===== src/rtl/mem_xfer_pkg.sv =====
// Shared types for the pairwise memory transfer datapath: FSM states and combine modes.
package mem_xfer_pkg;

  typedef enum logic [2:0] {
    ST_IDLE = 3'd0,
    ST_RD_A = 3'd1,
    ST_RD_B = 3'd2,
    ST_WR   = 3'd3,
    ST_FIN  = 3'd4
  } state_e;

  typedef enum logic [1:0] {
    MODE_CMP = 2'b00,
    MODE_ADD = 2'b01,
    MODE_SUB = 2'b10,
    MODE_ABS = 2'b11
  } mode_e;

endpackage


===== src/rtl/pair_alu.sv =====
// Combinational pair combiner: compare-select, add, subtract or absolute difference,
// with carry/borrow detection and optional clamping.
module pair_alu
  import mem_xfer_pkg::*;
#(
  parameter int unsigned DATA_WIDTH = 8,
  parameter int unsigned SATURATE   = 0
) (
  input  logic [DATA_WIDTH-1:0] a,
  input  logic [DATA_WIDTH-1:0] b,
  input  mode_e                 mode,
  output logic [DATA_WIDTH-1:0] result,
  output logic                  ovf
);

  localparam int unsigned W   = DATA_WIDTH;
  localparam bit          SAT = (SATURATE != 0);

  logic [W:0] sum_c;
  logic [W:0] diff_c;
  logic       a_gt_b_c;
  logic       do_add_c;

  assign sum_c    = {1'b0, a} + {1'b0, b};
  assign diff_c   = {1'b0, a} - {1'b0, b};
  assign a_gt_b_c = (a > b);

  // Select add vs subtract; compare-select adds only when a strictly exceeds b
  always_comb begin
    do_add_c = 1'b0;
    case (mode)
      MODE_CMP: do_add_c = a_gt_b_c;
      MODE_ADD: do_add_c = 1'b1;
      default:  do_add_c = 1'b0;
    endcase
  end

  always_comb begin
    result = '0;
    ovf    = 1'b0;
    if (mode == MODE_ABS) begin
      result = a_gt_b_c ? diff_c[W-1:0] : W'(b - a);
    end else if (do_add_c) begin
      ovf    = sum_c[W];
      result = (ovf && SAT) ? '1 : sum_c[W-1:0];
    end else begin
      ovf    = diff_c[W];
      result = (ovf && SAT) ? '0 : diff_c[W-1:0];
    end
  end

endmodule


===== src/rtl/mem_pair_xfer.sv =====
// Loads a source register file, then on Start combines adjacent word pairs into a
// half-depth destination memory with a start/busy/done handshake and sticky overflow.
module mem_pair_xfer
  import mem_xfer_pkg::*;
#(
  parameter int unsigned DATA_WIDTH     = 8,
  parameter int unsigned SRC_ADDR_WIDTH = 3,
  parameter int unsigned SATURATE       = 0
) (
  input  logic                      Clk,
  input  logic                      Reset,
  input  logic                      LoadEn,
  input  logic [DATA_WIDTH-1:0]     LoadData,
  input  logic                      Start,
  input  logic [1:0]                Mode,
  output logic                      Busy,
  output logic                      Done,
  output logic                      Ovf,
  input  logic [SRC_ADDR_WIDTH-2:0] RdAddr,
  output logic [DATA_WIDTH-1:0]     RdData
);

  localparam int unsigned DW        = DATA_WIDTH;
  localparam int unsigned SAW       = SRC_ADDR_WIDTH;
  localparam int unsigned DAW       = SRC_ADDR_WIDTH - 1;
  localparam int unsigned SRC_DEPTH = 1 << SAW;
  localparam int unsigned DST_DEPTH = 1 << DAW;

  logic [DW-1:0]  src_q [SRC_DEPTH];
  logic [DW-1:0]  dst_q [DST_DEPTH];

  state_e         state_q, state_d;
  logic [SAW-1:0] ldptr_q, ldptr_d;
  logic [DAW-1:0] k_q, k_d;
  logic [DW-1:0]  a_q, a_d;
  logic [DW-1:0]  b_q, b_d;
  mode_e          mode_q, mode_d;
  logic           ovf_q, ovf_d;
  logic           busy_q, busy_d;
  logic           done_q, done_d;

  logic           src_we_c;
  logic           dst_we_c;
  logic [DW-1:0]  alu_result_c;
  logic           alu_ovf_c;

  pair_alu #(
    .DATA_WIDTH (DW),
    .SATURATE   (SATURATE)
  ) u_pair_alu (
    .a      (a_q),
    .b      (b_q),
    .mode   (mode_q),
    .result (alu_result_c),
    .ovf    (alu_ovf_c)
  );

  always_ff @(posedge Clk) begin
    if (Reset) begin
      state_q <= ST_IDLE;
      ldptr_q <= '0;
      k_q     <= '0;
      a_q     <= '0;
      b_q     <= '0;
      mode_q  <= MODE_CMP;
      ovf_q   <= 1'b0;
      busy_q  <= 1'b0;
      done_q  <= 1'b0;
    end else begin
      state_q <= state_d;
      ldptr_q <= ldptr_d;
      k_q     <= k_d;
      a_q     <= a_d;
      b_q     <= b_d;
      mode_q  <= mode_d;
      ovf_q   <= ovf_d;
      busy_q  <= busy_d;
      done_q  <= done_d;
    end
  end

  // Source contents deliberately survive reset
  always_ff @(posedge Clk) begin
    if (src_we_c && !Reset) begin
      src_q[ldptr_q] <= LoadData;
    end
  end

  always_ff @(posedge Clk) begin
    if (Reset) begin
      for (int i = 0; i < int'(DST_DEPTH); i++) begin
        dst_q[i] <= '0;
      end
    end else if (dst_we_c) begin
      dst_q[k_q] <= alu_result_c;
    end
  end

  always_comb begin
    state_d  = state_q;
    ldptr_d  = ldptr_q;
    k_d      = k_q;
    a_d      = a_q;
    b_d      = b_q;
    mode_d   = mode_q;
    ovf_d    = ovf_q;
    src_we_c = 1'b0;
    dst_we_c = 1'b0;
    case (state_q)
      ST_IDLE: begin
        // Start has priority; a simultaneous load is dropped
        if (Start) begin
          state_d = ST_RD_A;
          k_d     = '0;
          ovf_d   = 1'b0;
          mode_d  = mode_e'(Mode);
        end else if (LoadEn) begin
          src_we_c = 1'b1;
          ldptr_d  = ldptr_q + SAW'(1);
        end
      end
      ST_RD_A: begin
        a_d     = src_q[{k_q, 1'b0}];
        state_d = ST_RD_B;
      end
      ST_RD_B: begin
        b_d     = src_q[{k_q, 1'b1}];
        state_d = ST_WR;
      end
      ST_WR: begin
        dst_we_c = 1'b1;
        ovf_d    = ovf_q | alu_ovf_c;
        if (k_q == DAW'(DST_DEPTH - 1)) begin
          state_d = ST_FIN;
        end else begin
          k_d     = k_q + DAW'(1);
          state_d = ST_RD_A;
        end
      end
      ST_FIN: begin
        ldptr_d = '0;
        state_d = ST_IDLE;
      end
      default: state_d = ST_IDLE;
    endcase
    busy_d = (state_d == ST_RD_A) || (state_d == ST_RD_B) || (state_d == ST_WR);
    done_d = (state_d == ST_FIN);
  end

  assign Busy   = busy_q;
  assign Done   = done_q;
  assign Ovf    = ovf_q;
  assign RdData = dst_q[RdAddr];

endmodule


===== config.mk =====
export PLATFORM = sky130hd
export DESIGN_NAME = mem_pair_xfer
export DESIGN_NICKNAME = d
export VERILOG_FILES = /design/src/rtl/mem_xfer_pkg.sv /design/src/rtl/pair_alu.sv /design/src/rtl/mem_pair_xfer.sv
export SDC_FILE = /design/constraint.sdc
export NUM_CORES = 1
export LEC_CHECK = 0
export BUFFER_PORTS_ARGS = -buffer_cell sky130_fd_sc_hd__buf_2
export CORE_ASPECT_RATIO = 1.5
export CORE_UTILIZATION = 35
export DETAILED_ROUTE_END_ITERATION = 16
export PLACE_DENSITY = 0.51
export SYNTH_ARGS = -nofsm -noshare
export SYNTH_HDL_FRONTEND = slang
export SYNTH_SLANG_ARGS = --single-unit

===== constraint.sdc =====
create_clock -name Clk -period 2.7 [get_ports Clk]
set_input_delay 0.135 -clock Clk [delete_from_list [all_inputs] [get_ports Clk]]
set_output_delay 0.135 -clock Clk [all_outputs]
set_load 0.005 [all_outputs]

Word-level counts from Yosys, hierarchy flattened. Memories as Yosys holds them, arrays and structs flattened. A register that Yosys moved wholly into a read port is not among the register bits. Index checks and enable logic that the tools add are counted.

Register bits after elaboration: 13. Bits in writable memories: 96. Logic and storage cells: 75. Memories: 2.

Memories: src_q (depth 8, bits a word 8, read ports 2, clocked after Yosys merged registers in 2, write ports 1, RTL line mem_pair_xfer.sv:29) `logic [DW-1:0] src_q [SRC_DEPTH];`; dst_q (depth 4, bits a word 8, read ports 1, clocked after Yosys merged registers in 0, write ports 4, RTL line mem_pair_xfer.sv:30) `logic [DW-1:0] dst_q [DST_DEPTH];`.

$add $sub $neg: 5. $lt $le $gt $ge: 1. Equal/unequal tests: 15. Muxes and demuxes: 31. Bitwise gates (word level): 1. Reduce and logical (&&, ||, !) cells: 13.

Operators by type and width (number): 8-bit 2-to-1 mux (4); 1-bit 2-to-1 mux (15); 3-bit by 2-bit == test with 1-bit output (second input constant) (4); 3-bit 2-to-1 mux (4); 3-bit case mux with 4 select lines (1); 8-bit by 8-bit adder with 9-bit output (1); 8-bit by 8-bit subtractor with 9-bit output (1); 8-bit greater-than comparator (1); 2-bit inequality test (second input constant) (4); 8-bit OR reduction (1); 8-bit subtractor (1); 3-bit by 1-bit == test with 1-bit output (second input constant) (2); 3-bit == test (second input constant) (2); 2-bit 2-to-1 mux (3); 3-bit case mux with 2 select lines (1); 3-bit AND reduction (2); 2-bit == test (second input constant) (2); 1-bit case mux with 2 select lines (2); 2-bit case mux with 2 select lines (1); 2-bit AND reduction (2); 2-bit nonzero test (2); 3-bit by 1-bit adder with 3-bit output (second input constant) (1); 3-bit logical NOT (1); 2-bit by 1-bit adder with 2-bit output (second input constant) (1); other kinds (6) (7).

Logic depth before layout (Yosys ltp). Gate-level depths: netlist (run 1).

Word-level depth: 7. Gate-level depth with buffers: 11. Depth with buffers taken out: 11.

Hierarchy. From an unflattened synthesis (run 1), not the netlist that was laid out.

Cells, all modules: 470. Area, all modules: 6244.7 µm².

By module, submodules not included: mem_pair_xfer (instances 1, cells each 317, area an instance 5057.4 µm², seq. area each 3463.3 µm²); pair_alu (instances 1, cells each 153, area an instance 1187.4 µm², seq. area each 0.0 µm²).

Least setup slack after synthesis (run 1). OpenSTA, ideal clock, no wires.

Path type: reg-to-reg. From: register a_q[1] (read register of src_q). To: memory dst_q[3][2] in the netlist's numbering, data pin. Arrival: 2.319 ns. Data required time: 2.431 ns. Slack: 0.112 ns. Stages on the path, launching flop included: 10. Period minus slack after synthesis: 2.588 ns. Path through: dfxtp_1 inv_1 ha_1 nor2b_1 o21ai_1 a21boi_1 or3_1 a21o_1 a21oi_1 nor3b_1.

RTL lines: start, declared (RTL line mem_pair_xfer.sv:35) `logic [DW-1:0] a_q, a_d;`; end, declared (RTL line mem_pair_xfer.sv:30).

==> metrics.yaml, run 1 <==
die_h_um: 164.4
worst_path_max_delay_cell: "a31oi_1"
antenna_found_initial: 0
grt_use_total: 0.1736
p_leak_nw: 2.718
slew_headroom: 0.5718
drc: 0
cts_sinks: 125
hold_start: "LoadData[3]"
path_delay_family: "compound AO/OA/AOI/OAI gates"
drive_above_1_share: 0.2413
synth.avg_cell_area_um2: 12.31
max_cap_viol_count: 0
cts_tree: "built"
synthCells: 500
setup_tns_ns: 0
syn-cell-area_mm2: 0.006155
cts_root_buf: "clkbuf_16"
clockPowerShare: 0.405
fin_crit_sh: 0.9506
clock_path_buffers: 2
portBuffers: 26
placeableCoreArea_mm2: 0.01727
report.final.slew_viol_count: 0
hpwl_mm: 10.67
cts_made_buffers: 17
yosysWarnings: 0
whs_endpoint: "src_q[6][3]$_DFFE_PP_"
area_growth_pct: 21.51
clk_pin_slew_ns: 0.05
power_frac_comb: 0.219
gp_congestion: 0.8841
start_kind: "register"
synth_enable_flop_cells: 96
clkLatencyLatePin_ns: 0.42
r2r_slack_ns: 0.13
grt_pass1_vias: 4270
fin_crit_ns: 2.566
cp.required_ns: 2.86
drtPass1Iterations: 6
worstHoldPathCells: 1
dr_total_vias: 4076
status: "completed"
initial_core_util: 0.3563
worst-r2r-cell-count: 9
routed_wl_mm: 14.31
gr-total-overflow: 0
ys_seq_area_frac: 0.5627
core.rowCount: 59
end_kind: "register"
swShare: 0.2754
wl_per_cell_um: 18.14
critPathMaxFanout: 6
nets: 608
holdWs_ns: 0.01657
grt_max_degree: 34
nFillCells: 1615
critPathMaxStageDelay_ns: 0.43
pin_count: 27
fp.dieArea_mm2: 0.01813
setup_slack_ns: 0.1335
cp_cell_sequence: "inv_1, ha_1, a21o_1, a21oi_4, buf_4, nand3_1, a31oi_1, a22oi_1, nor3b_1"
drt_iter0_drc: 137
syn_nets: 544
grt_pass1_wl_mm: 22.51
switchingPower_mw: 1.586
critPathKind: "register to register"
setup_viol: 0
tightest_slew_ns: 0.6410
diodes: 0
power_mw: 5.760
ant_nets: 0
hold_class: "primary input to register"
ys_types: 60
final_core_util: 0.4329
peakVddDrop_mv: 0.5879
p_seq_frac: 0.375
fin_skew_ns: 0.007550
p_int_mw: 4.173
path_buf_inv: 2
async_reset_ff_frac: 0
place_ws_ns: -0.07785
rsz0062_at_grt: "no"
ys_ff_latch: 125
r2r-start: "a_q[3]$_SDFFE_PP0P_"
hold_viol: 0
h-tree-depth: 4
power_density_mw_per_mm2: 770.2
synth_ff_type: "edfxtp_1"
clock.fmax_mhz: 389.6
rr_endpoint: "dst_q[3][2]$_DFFE_PP_"
die_x_um: 110.3
vias_per_cell: 5.166
worst_ep_arrival_time_ns: 2.73
worst max-delay path by stage:
stage | start | endpoint | slack [ns] | cells after the start
after floorplan | a_q[1]$_SDFFE_PP0P_ | dst_q[3][2]$_DFFE_PP_ | 0.11 | 9
after global placement | a_q[0]$_SDFFE_PP0P_ | dst_q[0][6]$_SDFFCE_PN0P_ | -0.05 | 10
after detailed placement | b_q[0]$_SDFFE_PP0N_ | dst_q[2][6]$_SDFFCE_PN0P_ | -0.08 | 11
after CTS | a_q[0]$_SDFFE_PP0P_ | dst_q[2][6]$_SDFFCE_PN0P_ | 0.02 | 10
after global routing | a_q[3]$_SDFFE_PP0P_ | dst_q[1][4]$_SDFFCE_PN0P_ | 0.003 | 9
final | a_q[3]$_SDFFE_PP0P_ | dst_q[3][2]$_DFFE_PP_ | 0.13 | 9
cell type report:
type | instances | area [µm²] | share of cell area
Timing Repair Buffer | 69 | 475.5 | 0.06358
Clock buffer | 18 | 429.2 | 0.05739
Tap cell | 213 | 266.5 | 0.03564
Clock inverter | 13 | 173.9 | 0.02326
Inverter | 23 | 86.33 | 0.01154
Sequential cell | 125 | 3465 | 0.4633
Multi-Input combinational cell | 328 | 2582 | 0.3453
state kept, by name, summed over array words and instances (netlist names):
register / flops
Busy: 1
Done: 1
Ovf: 1
a_q: 8
b_q: 8
dst_q: 32
k_q: 2
ldptr_q: 3
mode_q: 2
src_q: 64
state_q: 3
what timing repair did:
item,in CTS,in global routing
hold endpoints to repair,58,0
endpoints found under the setup margin,11,28
gates resized for setup,3,18
hold buffers,9,0
setup buffers,0,1
pin swaps,0,5
cells in the mapped netlist (5+ instances only):
library cell	instances	area, µm²
nor3_1	16	80.08
a21oi_1	35	175.2
nand2_1	49	183.9
nand3_1	7	35.03
mux4_2	24	540.5
a21o_1	12	90.09
inv_1	23	86.33
nor2b_1	7	43.79
o21ai_0	6	30.03
clkbuf_1	15	56.30
xnor2_1	8	70.07
nor2_1	51	191.4
dfxtp_1	29	580.6
o21a_1	5	37.54
edfxtp_1	96	2883
nand2b_1	6	37.54
o31ai_1	6	45.04
ha_1	25	312.8
cell usage in the layout (no fill, tap or decap), types with 3 or more instances in the layout:
master,n
or3_1,4
edfxtp_1,96
xor2_1,4
ha_1,25
a211o_1,4
buf_4,34
dfxtp_1,28
a21oi_1,32
nor2b_1,7
a21o_1,12
nand2_1,49
a31oi_1,3
o21ai_0,6
nand3_1,7
buf_2,26
and2_1,3
xnor2_1,8
nor2_1,49
clkinv_2,3
o31ai_1,4
dlygate4sd3_1,9
nor3b_1,4
mux4_2,24
clkbuf_16,17
nand2b_1,6
nor3_1,15
bufinv_16,4
a21oi_2,3
clkinvlp_4,3
a211oi_1,3
o21a_1,5
inv_1,23
power groups by stage:
stage	clock network, mW	registers (mW)	logic (mW)
after floorplan	0	2.19	0.793
after global placement	0	2.20	1.15
after detailed placement	0	2.20	1.15
after CTS	2.38	2.16	1.18
after global routing	2.46	2.17	1.37
final	2.34	2.16	1.26
stage by stage:
stage	cell area [µm²]	cells
after floorplan	6155	500
after global placement	6679	748
after detailed placement	6679	748
after CTS	7391	788
after global routing	7478	789
final	7478	789
routing by layer:
| layer | global-route usage | share of wire | vias to the layer above |
|---|---|---|---|
| li1 | - | - | 1989 |
| met1 | 0.1685 | 0.36 | 1956 |
| met2 | 0.3250 | 0.56 | 93 |
| met3 | 0.03315 | 0.029 | 38 |
| met4 | 0.1124 | 0.051 | 0 |
| met5 | 0 | 0 | - |
kinds of logic after synthesis:
kind of cell,share of synthesized area
AND/OR/NAND/NOR,0.1260
flip-flops,0.5627
AO/OA/AOI/OAI,0.1090
buffers and inverters,0.03354
adder cells (fa/ha/maj),0.06058
multiplexers,0.09108
XOR/XNOR,0.01708
Note: power is estimated with default switching activity, not from simulation.
==> run 2: changes to the inputs <==
--- a/config.mk
+++ b/config.mk
@@ -5,11 +5,12 @@
 export SDC_FILE = /design/constraint.sdc
 export NUM_CORES = 1
 export LEC_CHECK = 0
-export BUFFER_PORTS_ARGS = -buffer_cell sky130_fd_sc_hd__buf_2
 export CORE_ASPECT_RATIO = 1.5
 export CORE_UTILIZATION = 35
 export DETAILED_ROUTE_END_ITERATION = 16
-export PLACE_DENSITY = 0.51
+export DONT_BUFFER_PORTS = 1
+export GPL_TIMING_DRIVEN = 0
+export PLACE_DENSITY = 0.5
 export SYNTH_ARGS = -nofsm -noshare
 export SYNTH_HDL_FRONTEND = slang
 export SYNTH_SLANG_ARGS = --single-unit
==> run 2 against run 1 <==
Routed wire length fell by 1.6%. Setup slack got worse by 0.046 ns. Power rose by 0.18%. Clock-buffer cell count did not move. Clock skew rose by 0.010 ns. Die area did not move. Global-route usage fell by 0.54 points. Critical path type unchanged. Highest routed layer unchanged.
==> metrics.yaml, run 2 (synthesis gave the netlist of run 1 again) <==
diodes: 0  # unchanged
grt_pass1_wl_mm: 22.11  # was 22.51 mm
pin_count: 27  # unchanged
peakVddDrop_mv: 0.4276  # was 0.5879 mV
cts_made_buffers: 17  # unchanged
path_delay_family: "compound AO/OA/AOI/OAI gates"  # unchanged
cts_sinks: 125  # unchanged
gr-total-overflow: 0  # unchanged
die_h_um: 164.4  # unchanged
slew_headroom: 0.3811  # was 0.5718
start_kind: "register"  # unchanged
regMostFlops: "src_q"  # unchanged
tightest_slew_ns: 0.9233  # was 0.6410 ns
hpwl_mm: 10.29  # was 10.67 mm
p_leak_nw: 2.568  # was 2.718 nW
critPathKind: "register to register"  # unchanged
drtPass1Iterations: 4  # was 6
final_area_mm2: 0.007370  # was 0.007478 mm²
h-tree-depth: 4  # unchanged
drive_above_1_share: 0.1782  # was 0.2413
critPathMaxFanout: 10  # was 6
power_mw: 5.770  # was 5.760 mW
path_buf_inv: 1  # was 2
wl_per_cell_um: 18.46  # was 18.14 µm
setup_viol: 0  # unchanged
drc: 0  # unchanged
hold_viol: 0  # unchanged
worst_path_max_delay_cell: "or4_1"  # was a31oi_1
report.final.slew_viol_count: 0  # unchanged
initial_core_util: 0.3563  # unchanged
routed_wl_mm: 14.08  # was 14.31 mm
nets: 581  # was 608
core.rowCount: 59  # unchanged
grt_max_degree: 17  # was 34
cp_cell_sequence: "ha_4, buf_6, a21o_1, a21oi_4, a21bo_4, nand2_4, o21a_1, or4_1, and3_1"  # was inv_1, ha_1, a21o_1, a21oi_4, buf_4, nand3_1, a31oi_1, a22oi_1, nor3b_1
grt_use_total: 0.1681  # was 0.1736
clock_path_buffers: 2  # unchanged
status: "completed"  # unchanged
gp_congestion: 0.8791  # was 0.8841
mostFrequentLayoutCell: "edfxtp_1"  # unchanged
ant_nets: 0  # unchanged
cp.required_ns: 3.00  # was 2.86 ns
cts_root_buf: "clkbuf_16"  # unchanged
portBuffers: 0  # was 26
end_kind: "register"  # unchanged
fp.dieArea_mm2: 0.01813  # unchanged
final_cell_mix: "96 x edfxtp_1, 49 x nand2_1, 49 x nor2_1"  # unchanged
placed_area_mm2: 0.006434  # was 0.006679 mm²
fin_skew_ns: 0.01788  # was 0.007550 ns
dr_total_vias: 3962  # was 4076
placeableCoreArea_mm2: 0.01727  # unchanged
area_growth_pct: 19.74  # was 21.51%
critPathMaxStageDelay_ns: 0.51  # was 0.43 ns
fin_crit_ns: 2.613  # was 2.566 ns
hold_class: "primary input to register"  # unchanged
largestRegisters: "src_q x64, dst_q x32"  # unchanged
max_cap_viol_count: 0  # unchanged
clkLatencyLatePin_ns: 0.41  # was 0.42 ns
grt_pass1_vias: 4125  # was 4270
die_x_um: 110.3  # unchanged
worst_ep_arrival_time_ns: 2.91  # was 2.73 ns
vias_per_cell: 5.193  # was 5.166
clock.fmax_mhz: 382.7  # was 389.6 MHz
cts_tree: "built"  # unchanged
r2r_slack_ns: 0.09  # was 0.13 ns
fin_crit_sh: 0.9677  # was 0.9506
largest_reg_flops: 64  # unchanged
power_density_mw_per_mm2: 782.9  # was 770.2 mW/mm²
drt_iter0_drc: 164  # was 137
clk_pin_slew_ns: 0.06  # was 0.05 ns
antenna_found_initial: 0  # unchanged
run 2: worst paths after layout:
check | startpoint | to | cells past startpoint
max | b_q[3]$_SDFFE_PP0N_ | Ovf$_SDFFE_PP0P_ | 9
min | LoadEn | ldptr_q[2]$_SDFFE_PP0P_ | 3
max reg2reg | b_q[3]$_SDFFE_PP0N_ | Ovf$_SDFFE_PP0P_ | 9
min reg2reg | a_q[3]$_SDFFE_PP0P_ | a_q[3]$_SDFFE_PP0P_ | 2
run 2: metal layers:
layer / wire [µm] / track usage / vias up
li1: - / - / 1939
met1: 5390 / 0.1784 / 1946
met2: 8216 / 0.3190 / 60
met3: 244 / 0.03354 / 17
met4: 230 / 0.06220 / 0
met5: 0 / 0 / -
run 2: metrics by stage:
step | TNS (ns) | util | cells | hold WS [ns] | setup slack, ns
global placement | -14.38 | 0.3717 | 713 | 0.2342 | -0.4016
detailed placement | -9.473 | 0.3724 | 714 | 0.2342 | -0.4052
global route | -0.009638 | 0.4266 | 763 | 0.1268 | -0.009606
CTS | -0.3471 | 0.4206 | 761 | 0.08716 | -0.02566
finish | 0 | 0.4266 | 763 | 0.1078 | 0.08719
floorplan | 0 | - | 500 | 0.2339 | 0.1118
run 2: cell type report:
| cell class | count | area (µm²) |
|---|---|---|
| fill | 1623 | 9905 |
| sequential | 125 | 3471 |
| multi-input combinational | 328 | 2618 |
| clock buffer | 18 | 429.2 |
| tap | 213 | 266.5 |
| clock inverter | 14 | 205.2 |
| timing repair buffer | 18 | 172.7 |
| buffer | 24 | 121.4 |
| inverter | 23 | 86.33 |
run 2: repair_timing:
item / 4_1_cts / 5_1_grt
hold buffers: 15 / 0
hold endpoints to repair: 69 / 0
setup buffers: 0 / 2
resized for setup: 10 / 20
endpoints found under the setup margin: 51 / 97
pin swaps: 0 / 5
run 2: worst reg2reg max path: stages, from the launching register on:
cell and delay (ns):
dfxtp_1 0.44, ha_4 0.25, buf_6 0.14, a21o_1 0.21, a21oi_4 0.22, a21bo_4 0.21
nand2_4 0.09, o21a_1 0.25, or4_1 0.51, and3_1 0.19
run 2: power by group:
group	switching [mW]	total [mW]	internal, mW	leakage [nW]
logic	0.688	1.16	0.467	1.12
clock network	0.885	2.45	1.56	0.303
registers	0.0435	2.17	2.12	1.14
